**src/rtl/id_stage.sv**
```systemverilog
// Instruction-decode stage: splits the instruction into fields, registers the
// decoded bundle behind a valid/ready handshake, and keeps a per-register
// pending-write scoreboard that stalls on RAW/WAW hazards.
module id_stage #(
    parameter int                OP_LEN   = 2,
    parameter int                ADDR_LEN = 5,
    parameter int                INST_LEN = OP_LEN + 3 * ADDR_LEN,
    parameter logic [OP_LEN-1:0] MEM_OP   = OP_LEN'(2'b11),
    parameter int                CNT_W    = 8
) (
    input  logic                clk,
    input  logic                rstn,
    input  logic                in_valid,
    output logic                in_ready,
    input  logic [INST_LEN-1:0] inst,
    output logic                out_valid,
    input  logic                out_ready,
    output logic [OP_LEN-1:0]   alu_sig,
    output logic [ADDR_LEN-1:0] oper1,
    output logic [ADDR_LEN-1:0] oper2,
    output logic [ADDR_LEN-1:0] dest,
    output logic                mem_read,
    input  logic                wb_valid,
    input  logic [ADDR_LEN-1:0] wb_addr,
    output logic                hazard,
    output logic [CNT_W-1:0]    stall_cnt
);

    localparam int NREG = 2 ** ADDR_LEN;

    // The field layout only works when the instruction is exactly op + 3 addresses.
    if (INST_LEN != OP_LEN + 3 * ADDR_LEN) begin : g_cfg_err
        $error("id_stage: INST_LEN must equal OP_LEN + 3*ADDR_LEN");
    end

    // Instruction fields
    logic [OP_LEN-1:0]   f_op;
    logic [ADDR_LEN-1:0] f_oper1;
    logic [ADDR_LEN-1:0] f_oper2;
    logic [ADDR_LEN-1:0] f_dest;

    assign f_op    = inst[INST_LEN-1:3*ADDR_LEN];
    assign f_oper1 = inst[3*ADDR_LEN-1:2*ADDR_LEN];
    assign f_oper2 = inst[2*ADDR_LEN-1:ADDR_LEN];
    assign f_dest  = inst[ADDR_LEN-1:0];

    // Registered state
    logic                out_valid_reg, out_valid_next;
    logic [OP_LEN-1:0]   alu_sig_reg,   alu_sig_next;
    logic [ADDR_LEN-1:0] oper1_reg,     oper1_next;
    logic [ADDR_LEN-1:0] oper2_reg,     oper2_next;
    logic [ADDR_LEN-1:0] dest_reg,      dest_next;
    logic                mem_read_reg,  mem_read_next;
    logic [CNT_W-1:0]    stall_cnt_reg, stall_cnt_next;
    logic [NREG-1:0]     sb_reg,        sb_next;

    // sb_eff is the scoreboard as seen this cycle, with the current writeback
    // already retired so a dependent instruction can issue in the same cycle.
    logic [NREG-1:0] sb_eff;
    logic            accept;

    genvar gi;
    generate
        for (gi = 0; gi < NREG; gi++) begin : g_sb
            assign sb_eff[gi] = sb_reg[gi] & ~(wb_valid && (wb_addr == ADDR_LEN'(gi)));
            if (gi == 0) begin : g_zero
                // Register 0 is hard-wired: it never becomes pending.
                assign sb_next[gi] = 1'b0;
            end else begin : g_reg
                // A same-cycle set from an accepted dest overrides the writeback clear.
                assign sb_next[gi] = sb_eff[gi] | (accept && (f_dest == ADDR_LEN'(gi)));
            end
        end
    endgenerate

    // Hazard detection and handshake
    logic haz_oper1, haz_oper2, haz_dest;

    assign haz_oper1 = (f_oper1 != '0) && sb_eff[f_oper1];
    assign haz_oper2 = (f_oper2 != '0) && sb_eff[f_oper2];
    assign haz_dest  = (f_dest  != '0) && sb_eff[f_dest];

    assign hazard   = in_valid && (haz_oper1 || haz_oper2 || haz_dest);
    assign in_ready = !hazard && (!out_valid_reg || out_ready);
    assign accept   = in_valid && in_ready;

    // Next-state for the output bundle and the stall counter
    always_comb begin
        out_valid_next = out_valid_reg;
        alu_sig_next   = alu_sig_reg;
        oper1_next     = oper1_reg;
        oper2_next     = oper2_reg;
        dest_next      = dest_reg;
        mem_read_next  = mem_read_reg;
        stall_cnt_next = stall_cnt_reg;

        if (accept) begin
            out_valid_next = 1'b1;
            alu_sig_next   = f_op;
            oper1_next     = f_oper1;
            oper2_next     = f_oper2;
            dest_next      = f_dest;
            mem_read_next  = (f_op == MEM_OP);
        end else if (out_valid_reg && out_ready) begin
            out_valid_next = 1'b0;
        end

        if (hazard && (stall_cnt_reg != {CNT_W{1'b1}})) begin
            stall_cnt_next = stall_cnt_reg + 1'b1;
        end
    end

    // State registers with asynchronous active-low reset
    always_ff @(posedge clk or negedge rstn) begin
        if (!rstn) begin
            out_valid_reg <= 1'b0;
            alu_sig_reg   <= '0;
            oper1_reg     <= '0;
            oper2_reg     <= '0;
            dest_reg      <= '0;
            mem_read_reg  <= 1'b0;
            stall_cnt_reg <= '0;
            sb_reg        <= '0;
        end else begin
            out_valid_reg <= out_valid_next;
            alu_sig_reg   <= alu_sig_next;
            oper1_reg     <= oper1_next;
            oper2_reg     <= oper2_next;
            dest_reg      <= dest_next;
            mem_read_reg  <= mem_read_next;
            stall_cnt_reg <= stall_cnt_next;
            sb_reg        <= sb_next;
        end
    end

    assign out_valid = out_valid_reg;
    assign alu_sig   = alu_sig_reg;
    assign oper1     = oper1_reg;
    assign oper2     = oper2_reg;
    assign dest      = dest_reg;
    assign mem_read  = mem_read_reg;
    assign stall_cnt = stall_cnt_reg;

endmodule

```
**config.mk**
```make
export PLATFORM = sky130hd
export DESIGN_NAME = id_stage
export DESIGN_NICKNAME = d
export VERILOG_FILES = /design/src/rtl/id_stage.sv
export SDC_FILE = /design/constraint.sdc
export NUM_CORES = 1
export LEC_CHECK = 0
export ABC_CLOCK_PERIOD_IN_PS = 2720
export CAP_MARGIN = 15
export CORE_MARGIN = 8
export CORE_UTILIZATION = 45
export CTS_CLUSTER_SIZE = 20
export DETAILED_ROUTE_END_ITERATION = 12
export DONT_BUFFER_PORTS = 1
export HOLD_SLACK_MARGIN = 0.05
export SLEW_MARGIN = 5
export SYNTH_ARGS = -nofsm -noshare
export SYNTH_HDL_FRONTEND = slang
export SYNTH_SLANG_ARGS = --single-unit
export TNS_END_PERCENT = 20
```
**constraint.sdc**
```tcl
create_clock -name clk -period 2.72 [get_ports clk]
set_input_delay 0.136 -clock clk [delete_from_list [all_inputs] [get_ports clk]]
set_output_delay 0.136 -clock clk [all_outputs]
set_load 0.005 [all_outputs]
```
Word level (Yosys, flattened, before mapping)
Index checks and enable logic that the tools add are counted.
- register bits after elaboration: 58
- input bits: 27
- output and inout port bits: 29
- word-level logic and storage cells: 256
- $add $sub $neg: 1
- $lt $le $gt $ge: 3
- eq/ne operators: 64
- mux-type cells: 8
- bitwise logic cells: 93
- reductions and logical operators: 79
- operator list (kind ; number):
    equality test 5 bit, second input constant ; 32
    equality test 5 x 4 -> 1 bit, second input constant ; 16
    logical AND 1 bit ; 70
    equality test 5 x 3 -> 1 bit, second input constant ; 8
    AND 1 bit ; 31
    NOT 1 bit ; 31
    OR 1 bit ; 31
    equality test 5 x 2 -> 1 bit, second input constant ; 4
    < comparator 5 x 6 -> 1 bit, second input constant ; 3
    binary-select mux 1 bit (select 5 bit) ; 3
    nonzero test 5 bit ; 3
    equality test 5 x 1 -> 1 bit, second input constant ; 2
    adder 8 x 1 -> 8 bit, second input constant ; 1
    != test 8 bit, second input constant ; 1
    two-way mux 1 bit ; 5
    logical OR 1 bit ; 3
    equality test 2 bit, second input constant ; 1
    zero test 1 bit ; 2
    nonzero test 2 bit ; 1

Depth between registers and ports, before layout
- depth after elaboration: 15
- gate-level depth with buffers: 13

Worst setup path after synthesis
Ideal clock, no wire load.
- path type: input -> register
- start point: input port inst[5]
- end point: register stall_cnt_reg[1] (netlist: stall_cnt[1])
- arrival: 2.369 ns
- data required time: 2.592 ns
- slack: 0.224 ns
- cell stages on the path: 9
- path through: clkbuf_1 -> mux4_2 -> o31a_1 -> o311ai_0 -> nor3_1 -> nor4_4 -> nand2_2 -> and3b_1 -> mux2_1
- word-level cells in the longest chain between the ends: 7
- elaborated cells on any way between the ends: 8
- those cells by class: mux (2); reduce/logical (6)
- ends and longest elaborated chain (item ; line ; source):
    start, declared ; 15 ; input logic [INST_LEN-1:0] inst,
    binary-select mux 1 bit (select 5 bit) ; 80 ; assign haz_oper2 = (f_oper2 != '0) && sb_eff[f_oper2];
    two-way mux 1 bit (implied by the code) ; 80 ;
    logical AND 1 bit (*) ; 80 ;
    logical OR 1 bit (*) (2 in a row) ; 83 ; assign hazard = in_valid && (haz_oper1 || haz_oper2 || haz_dest);
    logical AND 1 bit (*) ; 83 ;
    logical AND 1 bit (*) ; 108 ; if (hazard && (stall_cnt_reg != {CNT_W{1'b1}})) begin
    end signal, assigned ; 131 ; stall_cnt_reg <= stall_cnt_next;
    end, declared ; 54 ; logic [CNT_W-1:0] stall_cnt_reg, stall_cnt_next;
Every way passes the cells marked *; elsewhere a longest branch is shown, timed or not. The select of a mux whose other input is x is not followed.
A chain may end at the register's enable or synchronous reset.

Worst setup path in the final report
- start point: register sb_reg[22]
- end point: register stall_cnt_reg[1] (netlist: stall_cnt[1])
- word-level cells in the longest chain between the ends: 8
- elaborated cells on any way between the ends: 14
- those cells by class: mux (6); bitwise (1); reduce/logical (7)
- ends and longest elaborated chain (item ; line ; source):
    start, declared ; 55 ; logic [NREG-1:0] sb_reg, sb_next;
    start signal, assigned ; 132 ; sb_reg <= sb_next;
    AND 1 bit (*) ; 65 ; assign sb_eff[gi] = sb_reg[gi] & ~(wb_valid && (wb_addr == ADDR_LEN'(gi)));
    binary-select mux 1 bit (select 5 bit) (on tied branches) ; 79, 80 ;
    two-way mux 1 bit (on tied branches) ; 79, 80 ;
    logical AND 1 bit (on tied branches) ; 79, 80 ;
    logical OR 1 bit ; 83 ;
    logical OR 1 bit (*) ; 83 ;
    logical AND 1 bit (*) ; 83 ;
    logical AND 1 bit (*) ; 108 ;
Marked as above.

==> metrics.yaml <==
synthesis:
  synthTopCellsByCount: "dfrtp_1, o31ai_2, o21ai_0"
  ys_ff_latch: 58
  netlist_instances: 367
  yosysWarnings: 0
  synthTopCellsByArea: "dfrtp_1, o31ai_2, mux2_2"
  yosysTopAreaCell: "dfrtp_1"
  syn_area_um2: 3870
  avgSynthCellArea_um2: 10.6
  syn-num-nets: 395
  yosysMostFrequentCell: "dfrtp_1"
  synthArstFlopShare_pct: 100
  yosysSeqAreaShare_pct: 37.5
  synth_top_area_share_pct: 37.5
  yosysUniqueCellTypes: 65
  synth_ff_type: "dfrtp_1"
  synth_edf_count: 0
drt:
  wl_met1_um: 5300
  routed_wirelength_um: 12600
  wl_met3_um: 1150
  num_vias: 3447
  first_iter_violations: 375
  first_pass_iters: 5
  via_per_inst: 6.59
  ant_nets: 0
  routed.top_layer: "met4"
  remaining_drc_errors: 0
  route.met2.wl_um: 5710
  post_drt_wl_per_cell_um: 24.1
finish:
  drive_gt1_share_pct: 33.0
  largest_reg_flops: 31
  synthToLayoutAreaGrowth_pct: 21.2
  n_fill_cell: 728
  seq_area_um2: 1450
  stdcell_area_um2: 4690
  n_antenna_cell: 0
  multiInputGateArea_um2: 2280
  utilization_pct: 54.9
  finalNetCount: 438
place:
  place_hpwl_um: 8690
  globalplace.congestion: 0.922
  place_area_um2: 4120
  io_buffers: 0
power_and_ir_drop:
  p_per_area_nw_per_um2: 672
  clkPwrFrac_pct: 29.0
  peakVddDrop_mv: 0.420
  seq_power_share_pct: 41.8
  finalPower_uw: 3150
  pwr-share-comb_pct: 29.2
  switching_share_pct: 32.3
  leakagePower_uw: 0.00189
  switchingPower_uw: 1020
  p_int_uw: 2130
setup_path:
  critPathMaxFanout: 3
  worstSetupPathType: "reg -> reg"
  arrival_ns: 2.88
  critPathLaunchType: "register"
  rrSetupSlack_ns: 0.07
  end_kind: "register"
  required_ns: 2.95
timing:
  min_period_ns: 2.65
  holdWs_ns: 0.0991
  fin_crit_sh_pct: 97.3
  fin_skew_ns: 0.00654
  setup_viol: 0
  fmax_mhz: 378
  worst_pin_slew_ns: 0.640
  maxSlewHeadroom_pct: 57.2
  slew_violations: 0
  finalHoldViolCount: 0
  setup_tns_ns: 0
clocking:
  cts_root_buf: "clkbuf_8"
  cts_buffers: 9
  clock-sinks: 58
  h-tree-depth: 3
  cts_tree: "built"
  clock_path_buffers: 2
  clk_pin_slew_ns: 0.07
  clock_latency_ns: 0.35
min_path:
  hp-class: "in -> reg"
global_routing:
  antenna_found_initial: 0
  first_global_vias: 3440
  grt_overflow_total: 0
  grt_pass1_wl_um: 19500
  grt_max_degree: 59
  grt_use_total_pct: 21.8
die:
  die-area_um2: 11800
  ioPinCount: 56
  core_um2: 8550
  start_util_pct: 45.3
  die_h_um: 109
  die_w_um: 109
  rows: 34
run_status:
  outcome: "completed"
flow_run:
  cap_viol_max_count: 0
## final cells by class
cell class,instances,area share (%)
inverter,8,0.640
timing repair buffer,61,12.1
tap,108,2.88
clock buffer,10,2.93
multi-input combinational,272,48.6
clock inverter,6,1.89
sequential,58,30.9
## metrics by stage
step                      setup slack [ns]  std cells
after floorplan                      0.224        367
after global placement              0.0648        478
after detailed placement           0.00283        478
after CTS                         -0.00650        515
after global routing              -0.00976        523
final                               0.0739        523
## metal layers
metal	GRT usage, %	vias to the layer above
met1	27.7	1699
met4	11.0	0
li1	-	1506
met2	33.6	196
met3	5.73	46
met5	0	-
## layout by cell type (no fill, tap or decap), types with 10 or more instances in the layout
| master | instances |
|---|---|
| dfrtp_1 | 58 |
| buf_4 | 38 |
| o31ai_2 | 29 |
| o21ai_0 | 23 |
| mux2_2 | 21 |
| nand2_1 | 21 |
| dlygate4sd3_1 | 18 |
| mux2i_1 | 15 |
| nor3_1 | 12 |
| o21ai_1 | 12 |
| nand3_1 | 10 |
| nor2_1 | 10 |
| clkbuf_8 | 10 |
## power groups by stage
stage                     registers (µW)  logic (µW)  clock network [µW]
final                               1320         919                 914
after global routing                1350        1000                 970
after CTS                           1320         869                 926
after detailed placement            1330         794                   0
after global placement              1330         776                   0
after floorplan                     1260         617                   0
## worst max-delay path: stages, from the launching register on
cell,delay (ns)
dfrtp_1,0.40
mux4_2,0.48
o31a_1,0.13
o311ai_2,0.24
nor3_2,0.10
nor4_4,0.29
nand2_2,0.11
buf_4,0.14
buf_4,0.12
and3b_2,0.21
mux2_4,0.30
## cell families (layout without fill, tap and decap cells)
logic type      count (synthesis)  after routing  synth area share, %
buf+inv                        37             85                 4.81
compound gates                108            108                 23.2
simple gates                  106            106                 16.4
mux                            46             46                 15.2
flops                          58             58                 37.5
xor+xnor                       11             11                 2.49
fa+ha+maj                       1              1                0.323
## worst paths after layout
path	depth (start not counted)	from	endpoint
max	10	sb_reg[22]$_DFF_PN0_	stall_cnt[1]$_DFFE_PN0P_
min reg2reg	2	oper2[0]$_DFFE_PN0P_	oper2[0]$_DFFE_PN0P_
min in group asynchronous	2	rstn	sb_reg[8]$_DFF_PN0_
max in group asynchronous	2	rstn	sb_reg[6]$_DFF_PN0_
min	3	wb_addr[0]	sb_reg[1]$_DFF_PN0_
max reg2reg	10	sb_reg[22]$_DFF_PN0_	stall_cnt[1]$_DFFE_PN0P_
## what timing repair did
| item | in CTS | in global routing |
|---|---|---|
| gates resized for setup | 10 | 6 |
| endpoints found under the setup margin | 3 | 38 |
| setup buffers | 2 | 7 |
| hold endpoints to repair | 77 | 0 |
| gates cloned | 0 | 1 |
| pin swaps | 6 | 6 |
| hold buffers | 19 | 0 |
Note: power is estimated with default switching activity, not from simulation.
